File: config.mk
export PLATFORM = sky130hd
export DESIGN_NAME = add_image_hls_deadlock_report_ctrl
export DESIGN_NICKNAME = d
export VERILOG_FILES = /design/src/rtl/add_image_hls_dl_pkg.sv /design/src/rtl/add_image_hls_dl_prio_enc.sv /design/src/rtl/add_image_hls_deadlock_report_ctrl.sv
export SDC_FILE = /design/constraint.sdc
export NUM_CORES = 1
export LEC_CHECK = 0
export BUFFER_PORTS_ARGS = -buffer_cell sky130_fd_sc_hd__buf_4
export CAP_MARGIN = 40
export CORE_MARGIN = 4
export CORE_UTILIZATION = 57
export CTS_BUF_LIST = sky130_fd_sc_hd__clkbuf_16
export DETAILED_ROUTE_END_ITERATION = 7
export MAX_ROUTING_LAYER = met4
export PLACE_DENSITY_LB_ADDON = 0.08
export SKIP_CTS_REPAIR_TIMING = 1
export SYNTH_ARGS = -nofsm -noshare
export SYNTH_HDL_FRONTEND = slang
export SYNTH_SLANG_ARGS = --single-unit
File: constraint.sdc
create_clock -name clock -period 2.8 [get_ports clock]
set_clock_uncertainty 0.15 [all_clocks]
set_input_delay 0.14 -clock clock [delete_from_list [all_inputs] [get_ports clock]]
set_output_delay 0.14 -clock clock [all_outputs]
set_load 0.02 [all_outputs]
File: src/rtl/add_image_hls_dl_pkg.sv
// ============================================================================
// Module  : add_image_hls_dl_pkg
// Brief   : Shared constants for the add_image HLS deadlock report controller.
// Revision: 1.0 - initial release
// ============================================================================
`default_nettype none

package add_image_hls_dl_pkg;

    localparam int DL_PROC_NUM      = 4;
    localparam int DL_TRACE_TIMEOUT = 64;
    localparam int DL_ID_W          = (DL_PROC_NUM > 1) ? $clog2(DL_PROC_NUM) : 1;
    // One extra bit so the counter can hold TRACE_TIMEOUT itself.
    localparam int DL_CNT_W         = $clog2(DL_TRACE_TIMEOUT) + 1;

    localparam int         DL_STATE_W = 3;
    localparam logic [2:0] ST_IDLE    = 3'd0;
    localparam logic [2:0] ST_ORIGIN  = 3'd1;
    localparam logic [2:0] ST_TRACE   = 3'd2;
    localparam logic [2:0] ST_CLEAR   = 3'd3;
    localparam logic [2:0] ST_REPORT  = 3'd4;

endpackage : add_image_hls_dl_pkg

`default_nettype wire

File: src/rtl/add_image_hls_dl_prio_enc.sv
// ============================================================================
// Module  : add_image_hls_dl_prio_enc
// Brief   : Lowest-index priority encoder with any-valid flag.
// Revision: 1.0 - initial release
// ============================================================================
`default_nettype none

module add_image_hls_dl_prio_enc #(
    parameter int N     = 4,
    parameter int IDX_W = 2
) (
    input  logic [N-1:0]     i_vec,
    output logic [IDX_W-1:0] o_idx,
    output logic             o_valid
);

    // Scanning from the top down lets the lowest set bit overwrite last.
    always_comb begin
        o_idx   = '0;
        o_valid = 1'b0;
        for (int i = N - 1; i >= 0; i--) begin
            if (i_vec[i]) begin
                o_idx   = IDX_W'(i);
                o_valid = 1'b1;
            end
        end
    end

endmodule : add_image_hls_dl_prio_enc

`default_nettype wire

File: src/rtl/add_image_hls_deadlock_report_ctrl.sv
// ============================================================================
// Module  : add_image_hls_deadlock_report_ctrl
// Brief   : Freezes the dependence network on deadlock, traces the report
//           token around the wait-for cycle and latches a deadlock report.
// Revision: 1.0 - initial release
// ============================================================================
`default_nettype none

module add_image_hls_deadlock_report_ctrl
    import add_image_hls_dl_pkg::*;
#(
    parameter int PROC_NUM      = DL_PROC_NUM,
    parameter int ID_W          = DL_ID_W,
    parameter int TRACE_TIMEOUT = DL_TRACE_TIMEOUT,
    parameter int CNT_W         = DL_CNT_W
) (
    input  logic                clock,
    input  logic                reset,
    input  logic                enable,
    input  logic [PROC_NUM-1:0] dl_detect_vec,
    output logic                dl_detect_in,
    output logic [PROC_NUM-1:0] origin_vec,
    output logic                token_clear,
    output logic                report_valid,
    output logic [ID_W-1:0]     report_origin,
    output logic [PROC_NUM-1:0] report_mask,
    output logic [CNT_W-1:0]    report_hops,
    output logic                report_timeout,
    input  logic                report_ack
);

    localparam logic [PROC_NUM-1:0] C_ONE          = PROC_NUM'(1);
    localparam logic [CNT_W-1:0]    C_TIMEOUT_LAST = CNT_W'(TRACE_TIMEOUT - 1);

    logic [DL_STATE_W-1:0] r_state;
    logic [ID_W-1:0]       r_orig_id;
    logic [PROC_NUM-1:0]   r_mask;
    logic [CNT_W-1:0]      r_hops;
    logic [CNT_W-1:0]      r_timer;
    logic                  r_timeout;

    logic [ID_W-1:0]       w_first_id;
    logic                  w_any;
    logic [PROC_NUM-1:0]   w_orig_onehot;
    logic                  w_returned;
    logic                  w_other;

    add_image_hls_dl_prio_enc #(
        .N     (PROC_NUM),
        .IDX_W (ID_W)
    ) u_prio_enc (
        .i_vec   (dl_detect_vec),
        .o_idx   (w_first_id),
        .o_valid (w_any)
    );

    assign w_orig_onehot = C_ONE << r_orig_id;
    assign w_returned    = |(dl_detect_vec & w_orig_onehot);
    assign w_other       = |(dl_detect_vec & ~w_orig_onehot);

    always_ff @(posedge clock) begin
        if (!reset) begin
            r_state   <= ST_IDLE;
            r_orig_id <= '0;
            r_mask    <= '0;
            r_hops    <= '0;
            r_timer   <= '0;
            r_timeout <= 1'b0;
        end else begin
            case (r_state)
                ST_IDLE: begin
                    if (enable && w_any) begin
                        r_orig_id <= w_first_id;
                        r_mask    <= C_ONE << w_first_id;
                        r_hops    <= '0;
                        r_timer   <= '0;
                        r_timeout <= 1'b0;
                        r_state   <= ST_ORIGIN;
                    end
                end
                ST_ORIGIN: r_state <= ST_TRACE;
                ST_TRACE: begin
                    r_mask <= r_mask | dl_detect_vec;
                    if (w_other && (r_hops != '1)) begin
                        r_hops <= r_hops + CNT_W'(1);
                    end
                    if (r_timer != '1) begin
                        r_timer <= r_timer + CNT_W'(1);
                    end
                    // Token return takes precedence over a coincident timeout.
                    if (w_returned) begin
                        r_timeout <= 1'b0;
                        r_state   <= ST_CLEAR;
                    end else if (r_timer == C_TIMEOUT_LAST) begin
                        r_timeout <= 1'b1;
                        r_state   <= ST_CLEAR;
                    end
                end
                ST_CLEAR:  r_state <= ST_REPORT;
                ST_REPORT: begin
                    if (report_ack) begin
                        r_state <= ST_IDLE;
                    end
                end
                default:   r_state <= ST_IDLE;
            endcase
        end
    end

    // Outputs decode registered state only; report fields read zero outside REPORT.
    assign dl_detect_in   = (r_state != ST_IDLE);
    assign origin_vec     = (r_state == ST_ORIGIN) ? w_orig_onehot : '0;
    assign token_clear    = (r_state == ST_CLEAR);
    assign report_valid   = (r_state == ST_REPORT);
    assign report_origin  = report_valid ? r_orig_id : '0;
    assign report_mask    = report_valid ? r_mask    : '0;
    assign report_hops    = report_valid ? r_hops    : '0;
    assign report_timeout = report_valid & r_timeout;

endmodule : add_image_hls_deadlock_report_ctrl

`default_nettype wire

Word-level counts from Yosys, hierarchy flattened
Index checks and enable logic that the tools add are counted.

Bits in registers: 24. Bits of input ports: 8. Output and inout port bits: 21. Logic and storage cells: 68.

$add $sub $neg: 2. Equal/unequal tests: 12. Shift operators: 2. Multiplexer cells: 28. Bitwise operators: 5. Reductions and logical operators: 13.

Operators by type and width (count): 2-to-1 mux 7 bit (4); case mux 7 bit (2 select lines) (2); case mux 3 bit (5 select lines) (1); adder 7 x 1 -> 7 bit (second input constant) (2); inequality test 7 bit (second input constant) (2); 2-to-1 mux 3 bit (4); 2-to-1 mux 4 bit (3); AND reduction 3 bit (4); 2-to-1 mux 2 bit (5); AND 4 bit (2); case mux 4 bit (2 select lines) (1); OR reduction 4 bit (2); << shifter 1 x 2 -> 4 bit (first input constant) (2); equality test 7 x 6 -> 1 bit (second input constant) (1); 2-to-1 mux 1 bit (7); equality test 3 x 2 -> 1 bit (second input constant) (2); inequality test 2 bit (second input constant) (3); inverter 4 bit (1); bitwise OR 4 bit (1); AND reduction 2 bit (2); equality test 3 x 1 -> 1 bit (second input constant) (1); equality test 3 bit (second input constant) (1); zero test 3 bit (1); inequality test 3 bit (second input constant) (1); other kinds (6) (7).

Depth between registers and ports, before layout
Word-level depth: 7. Gate-level depth with buffers: 7. Gate-level depth less buffers: 6.

Modules after synthesis
From an unflattened synthesis, not the netlist that was laid out.

Cell total of the unflattened synthesis: 198. Area, all modules: 1547.7 um^2.

By module, submodules not included: add_image_hls_deadlock_report_ctrl (times used 1, cells an instance 191, area each 1512.7 um^2, seq. area each 480.5 um^2); add_image_hls_dl_prio_enc (times used 1, cells an instance 7, area each 35.0 um^2, seq. area each 0.0 um^2).

Least setup slack after synthesis
OpenSTA, ideal clock, no wires.

Path kind: reg-to-reg. Start: reg r_timer[0]. End: reg r_timer[5]. Setup time: 0.129 ns. Arrival time: 1.495 ns. Data required time: 2.521 ns. Slack: 1.026 ns. Stages on the path, launching flop included: 8. Buffers on the path: 1. Period minus slack after synthesis: 1.774 ns. Path through: dfxtp_1 ha_1 and3_1 and3_1 buf_6 a211o_1 a31oi_1 nor2_1.

Longest elaborated chain between the ends: 3. Elaborated cells between the ends (all ways): 6. Classes of those cells: add/sub (1); eq/ne (2); mux (2); reduce/logical (1).

RTL lines: start: declaration (RTL line add_image_hls_deadlock_report_ctrl.sv:39) `logic [CNT_W-1:0] r_timer;`; start signal: assignment (RTL line add_image_hls_deadlock_report_ctrl.sv:88) `r_timer <= r_timer + CNT_W'(1);`; adder 7 x 1 -> 7 bit / inequality test 7 bit (equally long branches) (RTL line add_image_hls_deadlock_report_ctrl.sv:88, add_image_hls_deadlock_report_ctrl.sv:87); 2-to-1 mux 7 bit / inequality test 2 bit (equally long branches); case mux 7 bit (2 select lines) / AND reduction 3 bit (equally long branches).

Several ways; a longest one is shown, not always the timed one. The select of a mux whose other input is x is not followed. A chain may end at the register's enable or synchronous reset.

Worst setup path in the final report
Start: reg r_state[1]. End: reg r_hops[5].

Longest elaborated chain between the ends: 3. Elaborated cells between the ends (all ways): 7. Classes of those cells: eq/ne (3); mux (1); reduce/logical (3).

RTL lines: start: declaration (RTL line add_image_hls_deadlock_report_ctrl.sv:35) `logic [DL_STATE_W-1:0] r_state;`; start signal: assignment (RTL line add_image_hls_deadlock_report_ctrl.sv:63) `r_state <= ST_IDLE;`; start signal: assignment (RTL line add_image_hls_deadlock_report_ctrl.sv:78) `r_state <= ST_ORIGIN;`; start signal: assignment (RTL line add_image_hls_deadlock_report_ctrl.sv:81) `ST_ORIGIN: r_state <= ST_TRACE;`; equality test 3 x 2 -> 1 bit / zero test 3 bit (equally long branches) (RTL line add_image_hls_deadlock_report_ctrl.sv:70) `case (r_state)`; inequality test 2 bit (no line) / nonzero test 2 bit (equally long branches); AND reduction 3 bit (no line); end signal: assignment (RTL line add_image_hls_deadlock_report_ctrl.sv:85) `r_hops <= r_hops + CNT_W'(1);`; end: declaration (RTL line add_image_hls_deadlock_report_ctrl.sv:38) `logic [CNT_W-1:0] r_hops;`.

Several ways; a longest one is shown, not always the timed one.

==> results.cfg <==
[cells_and_area]
final_common_cell = buf_4
insertedDiodeCount = 0
syn_to_final_growth_pct = 17.4
drive_above_1_share_pct = 22.2
multi_input_area_um2 = 846
fill_cells = 211
final_cell_mix = buf_4 (30), dfxtp_1 (24), and2_1 (16), nor2_1 (14)
fin_nets = 205
utilization_pct = 69.8
regArea_um2 = 480

[synthesis]
avgSynthCellArea_um2 = 8.43
ys_seq_area_share_pct = 32.9
synth_cell_types = 51
synth_ff_type = dfxtp_1
ys_warn_count = 0
netlist_instances = 173
synth_area_um2 = 1460
synth_seq_cells = 24
synth_nets = 183
synth_edf_count = 0
synthArstFlopShare_pct = 0

[detailed_routing]
routed_via_density = 5.87
drc = 0
routed_wl_mm = 3.15
ant_nets = 0
num_vias = 1315
routedWlPerCell_um = 14.1
first_pass_iters = 4
drtIter0Drc = 56

[global_routing]
antenna_found_initial = 0
track_usage_pct = 19.9
grt_overflow = 0
grt_pass1_vias = 1248
grt_max_degree = 19
grt_pass1_wl_mm = 5.24

[placed_design]
dpl.hpwl_mm = 2.22
port_buffers = 28
gp_congestion = 0.845

[setup_path]
worstPathArrival_ps = 2010
crit_buf_inv = 1
worstSetupStartpointType = register
slowest_delay_ps = 610
path_cells = nor3b_2 -> buf_4 -> o2111a_1 -> nand2b_4 -> o21ai_1
cp_top_family = flip-flops
critPathCaptureType = register
critPathKind = reg -> reg
cp_slowest_cell = dfxtp_1
path_max_fanout = 14
cp.required_ps = 2800

[timing]
worst_pin_slew_ps = 531
slew_headroom_pct = 64.4
fin_setup_tns_ps = 0
report.final.slew_viol_count = 0
hold_violations = 0
fmax_ghz = 0.498
finalCritPeriodShare_pct = 71.8
rsz0062_at_grt = false
period_needed_ps = 2010
setup_violations = 0

[clock_tree]
cts_buffers = 3
insertion_delay_ps = 260
cts_tree = done
clock_path_buffers = 2
cts_max_level = 1
clk_pin_slew_worst_paths_ps = 70
clock-sinks = 24
cts_root_buf = clkbuf_16

[floorplan]
pin_count = 29
die_h_um = 58.6
rows = 18
core_area_um2 = 2450
fp.dieW_um = 58.6
start_util_pct = 59.4
die-area_um2 = 3430

[pwr]
leakage_nw = 0.690
ir_drop_v = 0.000480
p_per_area_nw_per_um2 = 561

[run_status]
status = completed

[job]
drv_cap = 0

[worst_hold_path]
worst_hold_path_type = in -> reg
through the flow:
step	area [µm²]	cells	power [mW]	worst slack, ps	hold slack [ps]
global route	1710	224	0.998	633	47.0
CTS	1710	224	0.963	783	22.4
floorplan	1460	173	0.523	1030	147
global placement	1610	220	0.552	852	282
detailed placement	1610	220	0.555	807	285
finish	1710	224	0.960	790	20.7
flip-flops by register name, summed over array words and instances, names as in the netlist:
register	flops
r_timeout	1
r_mask	4
r_timer	7
r_state	3
r_orig_id	2
r_hops	7
power by group:
part | switching, mW | internal [mW]
clock network | 0.126 | 0.284
registers | 0.0258 | 0.358
logic | 0.0990 | 0.0667
synth_stat cells (4+ instances only):
master    count  area (µm²)
dfxtp_1      24         480
and3_1        5        31.3
o21ai_1       4        20.0
nand2_1      13        48.8
nand3b_1      4        30.0
a31oi_1       4        25.0
a21oi_1      13        65.1
and2_1       16         100
buf_6         5        56.3
inv_1         4        15.0
nor2_1       14        52.6
nor3_1       10        50.1
nand3_1       4        20.0
metal layers:
metal	up-vias	part of all wire, %	global-route usage, %
li1	664	-	-
met5	-	0	-
met1	607	46	24.3
met3	6	5.1	2.63
met2	38	47	33.3
met4	0	1.5	7.44
cells by family (layout without fill, tap and decap cells):
group / Yosys count / after routing / synth area share [%]
AO/OA/AOI/OAI: 43 / 43 / 20.8
XOR/XNOR: 2 / 2 / 1.20
adder cells (fa/ha/maj): 2 / 2 / 1.71
buffers and inverters: 18 / 39 / 9.09
flip-flops: 24 / 24 / 32.9
multiplexers: 3 / 3 / 3.17
AND/OR/NAND/NOR: 81 / 81 / 31.1
final timing paths:
| kind | slack, ps | end | cells past startpoint | from |
|---|---|---|---|---|
| setup / recovery | 790 | r_hops[5] | 5 | r_state[1] |
| hold / removal | 20 | r_mask[3] | 2 | reset |
| setup reg to reg | 790 | r_hops[5] | 5 | r_state[1] |
| hold reg to reg | 320 | r_mask[2] | 2 | r_mask[2] |
area by class of cell:
type | instances | share of cell area (%)
multi-input combinational | 131 | 49.4
sequential | 24 | 28.0
timing repair buffer | 30 | 13.1
clock buffer | 3 | 4.38
tap | 30 | 2.19
clock inverter | 1 | 1.75
inverter | 5 | 1.10
(Power assumes the default switching activity.)
